`src/rtl/vector_tx_scheduler_pkg.sv`:
```
// Shared types and helpers for vector_tx_scheduler: FSM state, tid width and round-robin grant.
package vector_tx_scheduler_pkg;

    localparam int unsigned MAX_REQ = 16;

    typedef enum logic [0:0] {
        IDLE = 1'b0,
        SEND = 1'b1
    } state_e;

    function automatic int unsigned calc_idw(input int unsigned n);
        return (n <= 2) ? 1 : $clog2(n);
    endfunction

    // One-hot of the first set req bit at or above ptr, wrapping modulo n (n <= MAX_REQ).
    function automatic logic [MAX_REQ-1:0] rr_grant(input logic [MAX_REQ-1:0] req,
                                                     input logic [3:0]         ptr,
                                                     input logic [4:0]         n);
        logic [MAX_REQ-1:0] g;
        logic [4:0]         idx;
        g = '0;
        for (int k = 0; k < MAX_REQ; k++) begin
            idx = {1'b0, ptr} + 5'(k);
            if (idx >= n) idx = idx - n;
            if ((5'(k) < n) && (g == '0) && req[idx[3:0]]) g[idx[3:0]] = 1'b1;
        end
        return g;
    endfunction

endpackage

```
`src/rtl/vector_tx_scheduler_rr_arbiter.sv`:
```
// Combinational round-robin arbiter; the rotating pointer register lives in the parent.
module vector_tx_scheduler_rr_arbiter
    import vector_tx_scheduler_pkg::*;
#(
    parameter int unsigned N   = 4,
    parameter int unsigned IDW = calc_idw(N)
) (
    input  logic [N-1:0]   req,
    input  logic [IDW-1:0] ptr,
    input  logic           en,
    output logic [N-1:0]   grant_onehot,
    output logic [IDW-1:0] grant_idx
);

    logic [MAX_REQ-1:0] req_ext;
    logic [MAX_REQ-1:0] grant_ext;
    logic               unused_grant_hi;

    always_comb begin
        req_ext          = '0;
        req_ext[N-1:0]   = req;
        grant_ext        = rr_grant(req_ext, 4'(ptr), 5'(N));
        grant_onehot     = '0;
        grant_idx        = '0;
        for (int i = 0; i < N; i++) begin
            if (en && grant_ext[i]) begin
                grant_onehot[i] = 1'b1;
                grant_idx       = IDW'(i);
            end
        end
    end

    // Bits above N are always zero since req_ext is zero-padded.
    assign unused_grant_hi = ^grant_ext;

endmodule

```
`src/rtl/vector_tx_scheduler.sv`:
```
// Round-robin share of one AXIS serializer among N_REQ byte-vector requesters.
// Define VECTOR_TX_SCHEDULER_ZERO_BUBBLE_EN to re-arbitrate on the last beat with no idle gap.
module vector_tx_scheduler
    import vector_tx_scheduler_pkg::*;
#(
    parameter int unsigned N_REQ      = 4,
    parameter int unsigned VEC_BYTES  = 4,
    parameter int unsigned AXIS_BYTES = 1,
    parameter bit          MSB_FIRST  = 1'b0
) (
    input  logic                          clk,
    input  logic                          areset,
    input  logic [N_REQ-1:0]              req_valid,
    output logic [N_REQ-1:0]              req_ready,
    input  logic [N_REQ*VEC_BYTES*8-1:0]  req_vec,
    output logic [AXIS_BYTES*8-1:0]       axis_tdata,
    output logic                          axis_tvalid,
    input  logic                          axis_tready,
    output logic                          axis_tlast,
    output logic [AXIS_BYTES-1:0]         axis_tkeep,
    output logic [calc_idw(N_REQ)-1:0]    axis_tid,
    output logic                          busy
);

    localparam int unsigned IDW       = calc_idw(N_REQ);
    localparam int unsigned VEC_W     = VEC_BYTES * 8;
    localparam int unsigned BEAT_W    = AXIS_BYTES * 8;
    localparam int unsigned BEATS     = VEC_BYTES / AXIS_BYTES;
    localparam int unsigned CTR_W     = (BEATS > 2) ? $clog2(BEATS) : 1;
    localparam int unsigned NSLOT     = 1 << CTR_W;
    localparam int unsigned START_OFS = (MSB_FIRST ? BEATS - 1 : 0) * BEAT_W;
    localparam logic [CTR_W-1:0] START = MSB_FIRST ? CTR_W'(BEATS - 1) : '0;
    localparam logic [CTR_W-1:0] LAST  = MSB_FIRST ? '0 : CTR_W'(BEATS - 1);

    if ((VEC_BYTES == 0) || (AXIS_BYTES == 0) || (VEC_BYTES % AXIS_BYTES != 0)) begin : g_bad_bytes
        $error("VEC_BYTES must be a nonzero multiple of AXIS_BYTES");
    end
    if ((N_REQ < 2) || (N_REQ > MAX_REQ)) begin : g_bad_nreq
        $error("N_REQ must be in 2..16");
    end

    state_e              state_q;
    logic [IDW-1:0]      rr_ptr_q;
    logic [IDW-1:0]      rr_ptr_nxt;
    logic [CTR_W-1:0]    ctr_q;
    logic [CTR_W-1:0]    ctr_nxt;
    logic [VEC_W-1:0]    vec_q;
    logic [BEAT_W-1:0]   tdata_q;
    logic                tvalid_q;
    logic                tlast_q;
    logic [IDW-1:0]      tid_q;
    logic                busy_q;

    logic                arb_en;
    logic                accept;
    logic [N_REQ-1:0]    grant_onehot;
    logic [IDW-1:0]      grant_idx;
    logic [VEC_W-1:0]    grant_vec;
    logic [BEAT_W-1:0]   vec_slice [NSLOT];

`ifdef VECTOR_TX_SCHEDULER_ZERO_BUBBLE_EN
    assign arb_en = !areset &&
                    ((state_q == IDLE) || ((state_q == SEND) && axis_tready && tlast_q));
`else
    assign arb_en = !areset && (state_q == IDLE);
`endif

    vector_tx_scheduler_rr_arbiter #(
        .N   (N_REQ),
        .IDW (IDW)
    ) u_arb (
        .req          (req_valid),
        .ptr          (rr_ptr_q),
        .en           (arb_en),
        .grant_onehot (grant_onehot),
        .grant_idx    (grant_idx)
    );

    assign req_ready  = grant_onehot;
    assign accept     = |grant_onehot;
    assign rr_ptr_nxt = (grant_idx == IDW'(N_REQ - 1)) ? '0 : grant_idx + 1'b1;
    assign ctr_nxt    = MSB_FIRST ? ctr_q - 1'b1 : ctr_q + 1'b1;

    always_comb begin
        grant_vec = '0;
        for (int i = 0; i < N_REQ; i++) begin
            if (grant_onehot[i]) grant_vec = req_vec[i*VEC_W +: VEC_W];
        end
    end

    // Pad to a power of two so ctr can index the slice table without range checks.
    for (genvar s = 0; s < NSLOT; s++) begin : g_slice
        if (s < BEATS) begin : g_used
            assign vec_slice[s] = vec_q[s*BEAT_W +: BEAT_W];
        end else begin : g_pad
            assign vec_slice[s] = '0;
        end
    end

    always_ff @(posedge clk or posedge areset) begin
        if (areset) begin
            state_q  <= IDLE;
            rr_ptr_q <= '0;
            ctr_q    <= START;
            vec_q    <= '0;
            tdata_q  <= '0;
            tvalid_q <= 1'b0;
            tlast_q  <= 1'b0;
            tid_q    <= '0;
            busy_q   <= 1'b0;
        end else if (accept) begin
            // Either from IDLE or, with zero-bubble, on the last-beat handshake.
            state_q  <= SEND;
            rr_ptr_q <= rr_ptr_nxt;
            ctr_q    <= START;
            vec_q    <= grant_vec;
            tdata_q  <= grant_vec[START_OFS +: BEAT_W];
            tvalid_q <= 1'b1;
            tlast_q  <= (BEATS == 1);
            tid_q    <= grant_idx;
            busy_q   <= 1'b1;
        end else if ((state_q == SEND) && axis_tready) begin
            if (tlast_q) begin
                state_q  <= IDLE;
                tvalid_q <= 1'b0;
                tlast_q  <= 1'b0;
                busy_q   <= 1'b0;
            end else begin
                ctr_q   <= ctr_nxt;
                tdata_q <= vec_slice[ctr_nxt];
                tlast_q <= (ctr_nxt == LAST);
            end
        end
    end

    assign axis_tdata  = tdata_q;
    assign axis_tvalid = tvalid_q;
    assign axis_tlast  = tlast_q;
    assign axis_tid    = tid_q;
    assign axis_tkeep  = '1;
    assign busy        = busy_q;

endmodule

```
`config.mk`:
```
export PLATFORM = sky130hd
export DESIGN_NAME = vector_tx_scheduler
export DESIGN_NICKNAME = d
export VERILOG_FILES = /design/src/rtl/vector_tx_scheduler_pkg.sv /design/src/rtl/vector_tx_scheduler_rr_arbiter.sv /design/src/rtl/vector_tx_scheduler.sv
export SDC_FILE = /design/constraint.sdc
export NUM_CORES = 1
export LEC_CHECK = 0
export ABC_AREA = 0
export CAP_MARGIN = 25
export CORE_MARGIN = 5
export CORE_UTILIZATION = 48
export CTS_BUF_LIST = sky130_fd_sc_hd__clkbuf_16
export CTS_CLUSTER_SIZE = 10
export DETAILED_ROUTE_END_ITERATION = 10
export PLACE_DENSITY = 0.88
export SYNTH_ARGS = -nofsm -noshare
export SYNTH_HDL_FRONTEND = slang
export SYNTH_SLANG_ARGS = --single-unit
```
`constraint.sdc`:
```
create_clock -name clk -period 8.1 [get_ports clk]
set_input_delay 1.215 -clock clk [delete_from_list [all_inputs] [get_ports clk]]
set_output_delay 1.215 -clock clk [all_outputs]
set_load 0.02 [all_outputs]
```
==> metrics.md <==
| Metric | Value |
|---|---|
| Status | `finished, final reports clean` |
| Worst R2R Path Depth | `10` |
| Clock Sinks | `48` |
| Final hold violation count | `0` |
| Post-route core utilization | `0.704` |
| Rel. slew slack | `0.486` |
| Reg2reg end | `vec_q[16]` |
| CTS tree | `done` |
| Post-cts resize count | `0` |
| Synth unique cells | `60` |
| CORE AREA | `7690 um2` |
| Synth Cell Area | `roughly 3800 um2` |
| Slew Limit Fails | `0` |
| Total congestion overflow | `0` |
| Clk Tree Root Cell | `clkbuf_16` |
| Post-synth EDFFs | `0` |
| Max Fclk | `approximately 0.18 GHz` |
| WL/cell | `just over 20 um` |
| Worst path slowest cell | `clkdlybuf4s50_1` |
| Starting density of the core | `0.489` |
| Fin crit period | `5.41 ns` |
| Design area | `about 5400 um2` |
| Worst R2R Setup Slack | `roughly 3.3 ns` |
| Placer Congestion | `roughly 0.90` |
| Cell mode on critical path | `clkdlybuf4s50_1` |
| Antenna diodes | `0` |
| Clock slew at reported path FFs | `0.07 ns` |
| Post-DP HPWL | `slightly below 10000 um` |
| DRC errors left | `0` |
| WL met2 | `between 6000 and 7000 um` |
| Setup crit end kind | `primary output` |
| Cell Pwr Density | `between 300 and 400 nW/um2` |
| DRT Wirelength | `around 13000 um` |
| Via count | `~3.9k` |
| Synth warnings | `0` |
| Setup tns final | `0 ns` |
| Post-DR vias/cell | `6.21` |
| WL met1 | `~5300 um` |
| Final period util | `0.669` |
| Req. time, crit path | `about 6.9 ns` |
| Antenna viol nets, final | `0` |
| First-pass GRT wire length | `between 20000 and 25000 um` |
| Pin count of the biggest net entering global routing | `65` |
| Num CTS Buffers | `5` |
| Clk Latency, worst-skew pair | `0.29 ns` |
| Top-area cell type share of the netlist area | `0.320` |
| Kind of critical path | `in2out` |
| Num rows | `32` |
| Critical Path Start Type | `primary input` |
| Max VDD drop | `497 uV` |
| CP Max Fanout | `9` |
| IO Count | `approximately 150` |
| Die Span Y | `~98 um` |
| Initial antenna violation count | `0` |
| PnR worst setup slack | `about 2.7 ns` |
| Top FF cell, synth | `dfrtp_1` |
| Synth-to-Final Area Change | `44.0%` |
| Pleak | `between 2 and 2.5 nW` |
| Drt pass-1 iters | `5` |
| Place WS | `around 2.8 ns` |
| CP max stage delay | `~0.61 ns` |
| Layout cells sized above 1 | `0.0882` |
| Metal3 WL | `about 1400 um` |
| Commonest cells in the netlist | `dfrtp_1, nor2_1, nand3_1, a31oi_1, nand3b_1` |
| Worst r2r src | `rr_ptr_q[0]` |
| Sequential share of the synthesized area | `0.320` |
| Hold_sp | `vec_q[1]` |
| Register bit count reported by yosys | `between 40 and 50` |
| Die X | `around 100 um` |
| Die area | `slightly below 10000 um2` |
| RSZ-0062 raised after global routing | `no` |
| Worst hold-check slack | `slightly below 0.5 ns` |
| Crit path cell chain | `clkdlybuf4s50_1 -> mux4_2 -> and2_1 -> o31ai_2 -> o21a_1 -> nand3_1 -> nor3_1 -> o21ai_0 -> inv_1 -> clkdlybuf4s50_1` |
| Worst hold stages | `1` |
| Path type of the worst min-delay path | `reg2reg` |
| Hold buffer count at cts | `0` |
| Vias in the first global route | `3935` |
| Max layer used | `met4` |
| Max capacitance violation total | `0` |
| Register area | `about 1200 um2` |
| Clk buf depth | `2` |
| Ys async rst share | `1.00` |
| Ranking of synthesized cells by area | `dfrtp_1, mux4_2, nand3b_1` |
| Nets | `roughly 680` |
| # fillers | `roughly 600` |
| Final setup vio count | `0` |
| Hold EP | `vec_q[1]` |
| Post-synthesis net count | `552` |
| Final setup skew | `roughly 0.0086 ns` |
| 1st-iter DRT viols | `between 300 and 400` |
| Cell taking the most area after synthesis | `dfrtp_1` |
| WP data arrival | `roughly 4.2 ns` |
| Placed inst area | `5250 um2` |
| Multi-input logic area | `~2300 um2` |
| IO buf count | `151` |
| Worst Tran Pin Value | `around 0.77 ns` |
| Syn Area/Cell | `between 9 and 10 um2` |
| Cells after Synth | `408` |
| Htree depth | `2` |
| Tot GR Track Use | `0.263` |
| Setup bufs post-CTS | `0` |
==> per-layer routing <==
layer | global-route usage | vias up
met1 | 0.341 | 1886
met4 | 0.0725 | 0
met2 | 0.432 | 218
met3 | 0.0771 | 21
met5 | 0 | -
li1 | - | 1818
==> layout by cell type (no fill, tap or decap), drive strengths merged, types with 3 or more instances in the layout <==
| cell | count |
|---|---|
| clkdlybuf4s50 | 151 |
| dfrtp | 48 |
| clkbuf | 5 |
| a21oi | 15 |
| o221ai | 4 |
| and3 | 5 |
| a31oi | 33 |
| inv | 9 |
| and2 | 9 |
| o32a | 8 |
| nor2 | 49 |
| mux4 | 12 |
| nor3b | 3 |
| a211o | 9 |
| ha | 9 |
| a221o | 23 |
| buf | 6 |
| nand2 | 17 |
| nand3 | 34 |
| nand3b | 32 |
| o21ai | 6 |
| mux2i | 6 |
| o22ai | 3 |
==> final cells by class <==
cell class / instances / share of cell area
Multi-Input combinational cell: 312 / 0.432
Timing Repair Buffer: 157 / 0.290
Sequential cell: 48 / 0.222
Tap cell: 102 / 0.0236
Clock buffer: 5 / 0.0231
Inverter: 8 / 0.00555
Clock inverter: 3 / 0.00324
==> cell families after synthesis <==
| logic type | count (synthesis) | share of synthesized area |
|---|---|---|
| multiplexers | 20 | 0.0949 |
| AO/OA/AOI/OAI | 118 | 0.251 |
| buffers and inverters | 48 | 0.0676 |
| adder cells (fa/ha/maj) | 9 | 0.0300 |
| AND/OR/NAND/NOR | 163 | 0.233 |
| other | 1 | 0.000998 |
| flip-flops | 48 | 0.320 |
| XOR/XNOR | 1 | 0.00233 |
==> critical path, delay by kind of cell <==
kind	cells	cell delay, ns
and+or+nand+nor	3	0.46
muxes	1	0.53
AOI/OAI and AO/OA	3	0.77
buffers and inverters	3	1.23
==> registers in the layout, summed over array words and instances, names as in the netlist <==
| signal | count |
|---|---|
| axis_tid | 2 |
| vec_q | 32 |
| axis_tdata | 8 |
| busy | 1 |
| rr_ptr_q | 2 |
| axis_tlast | 1 |
| ctr_q | 2 |
==> through the flow <==
stage | std cells | power [mW]
final | 635 | 1.96
after global routing | 635 | 2.08
after CTS | 634 | 1.94
after detailed placement | 626 | 1.73
after global placement | 626 | 1.69
after floorplan | 408 | 1.39
==> worst max path at each step <==
| stage | start | end | cells past startpoint |
|---|---|---|---|
| finish | req_valid[1] | req_ready[0] | 10 |
| global route | req_valid[1] | req_ready[0] | 10 |
| CTS | req_valid[1] | req_ready[0] | 10 |
| detailed placement | req_valid[1] | req_ready[0] | 10 |
| global placement | req_valid[3] | req_ready[2] | 9 |
| floorplan | req_valid[3] | req_ready[3] | 9 |
==> where the power goes <==
group / switching (mW) / internal (mW) / total, mW / leakage (nW)
clock network: 0.0892 / 0.114 / 0.203 / 0.0716
registers: 0.126 / 0.369 / 0.495 / 0.566
logic: 0.665 / 0.596 / 1.26 / 1.48
(Power assumes the default switching activity.)
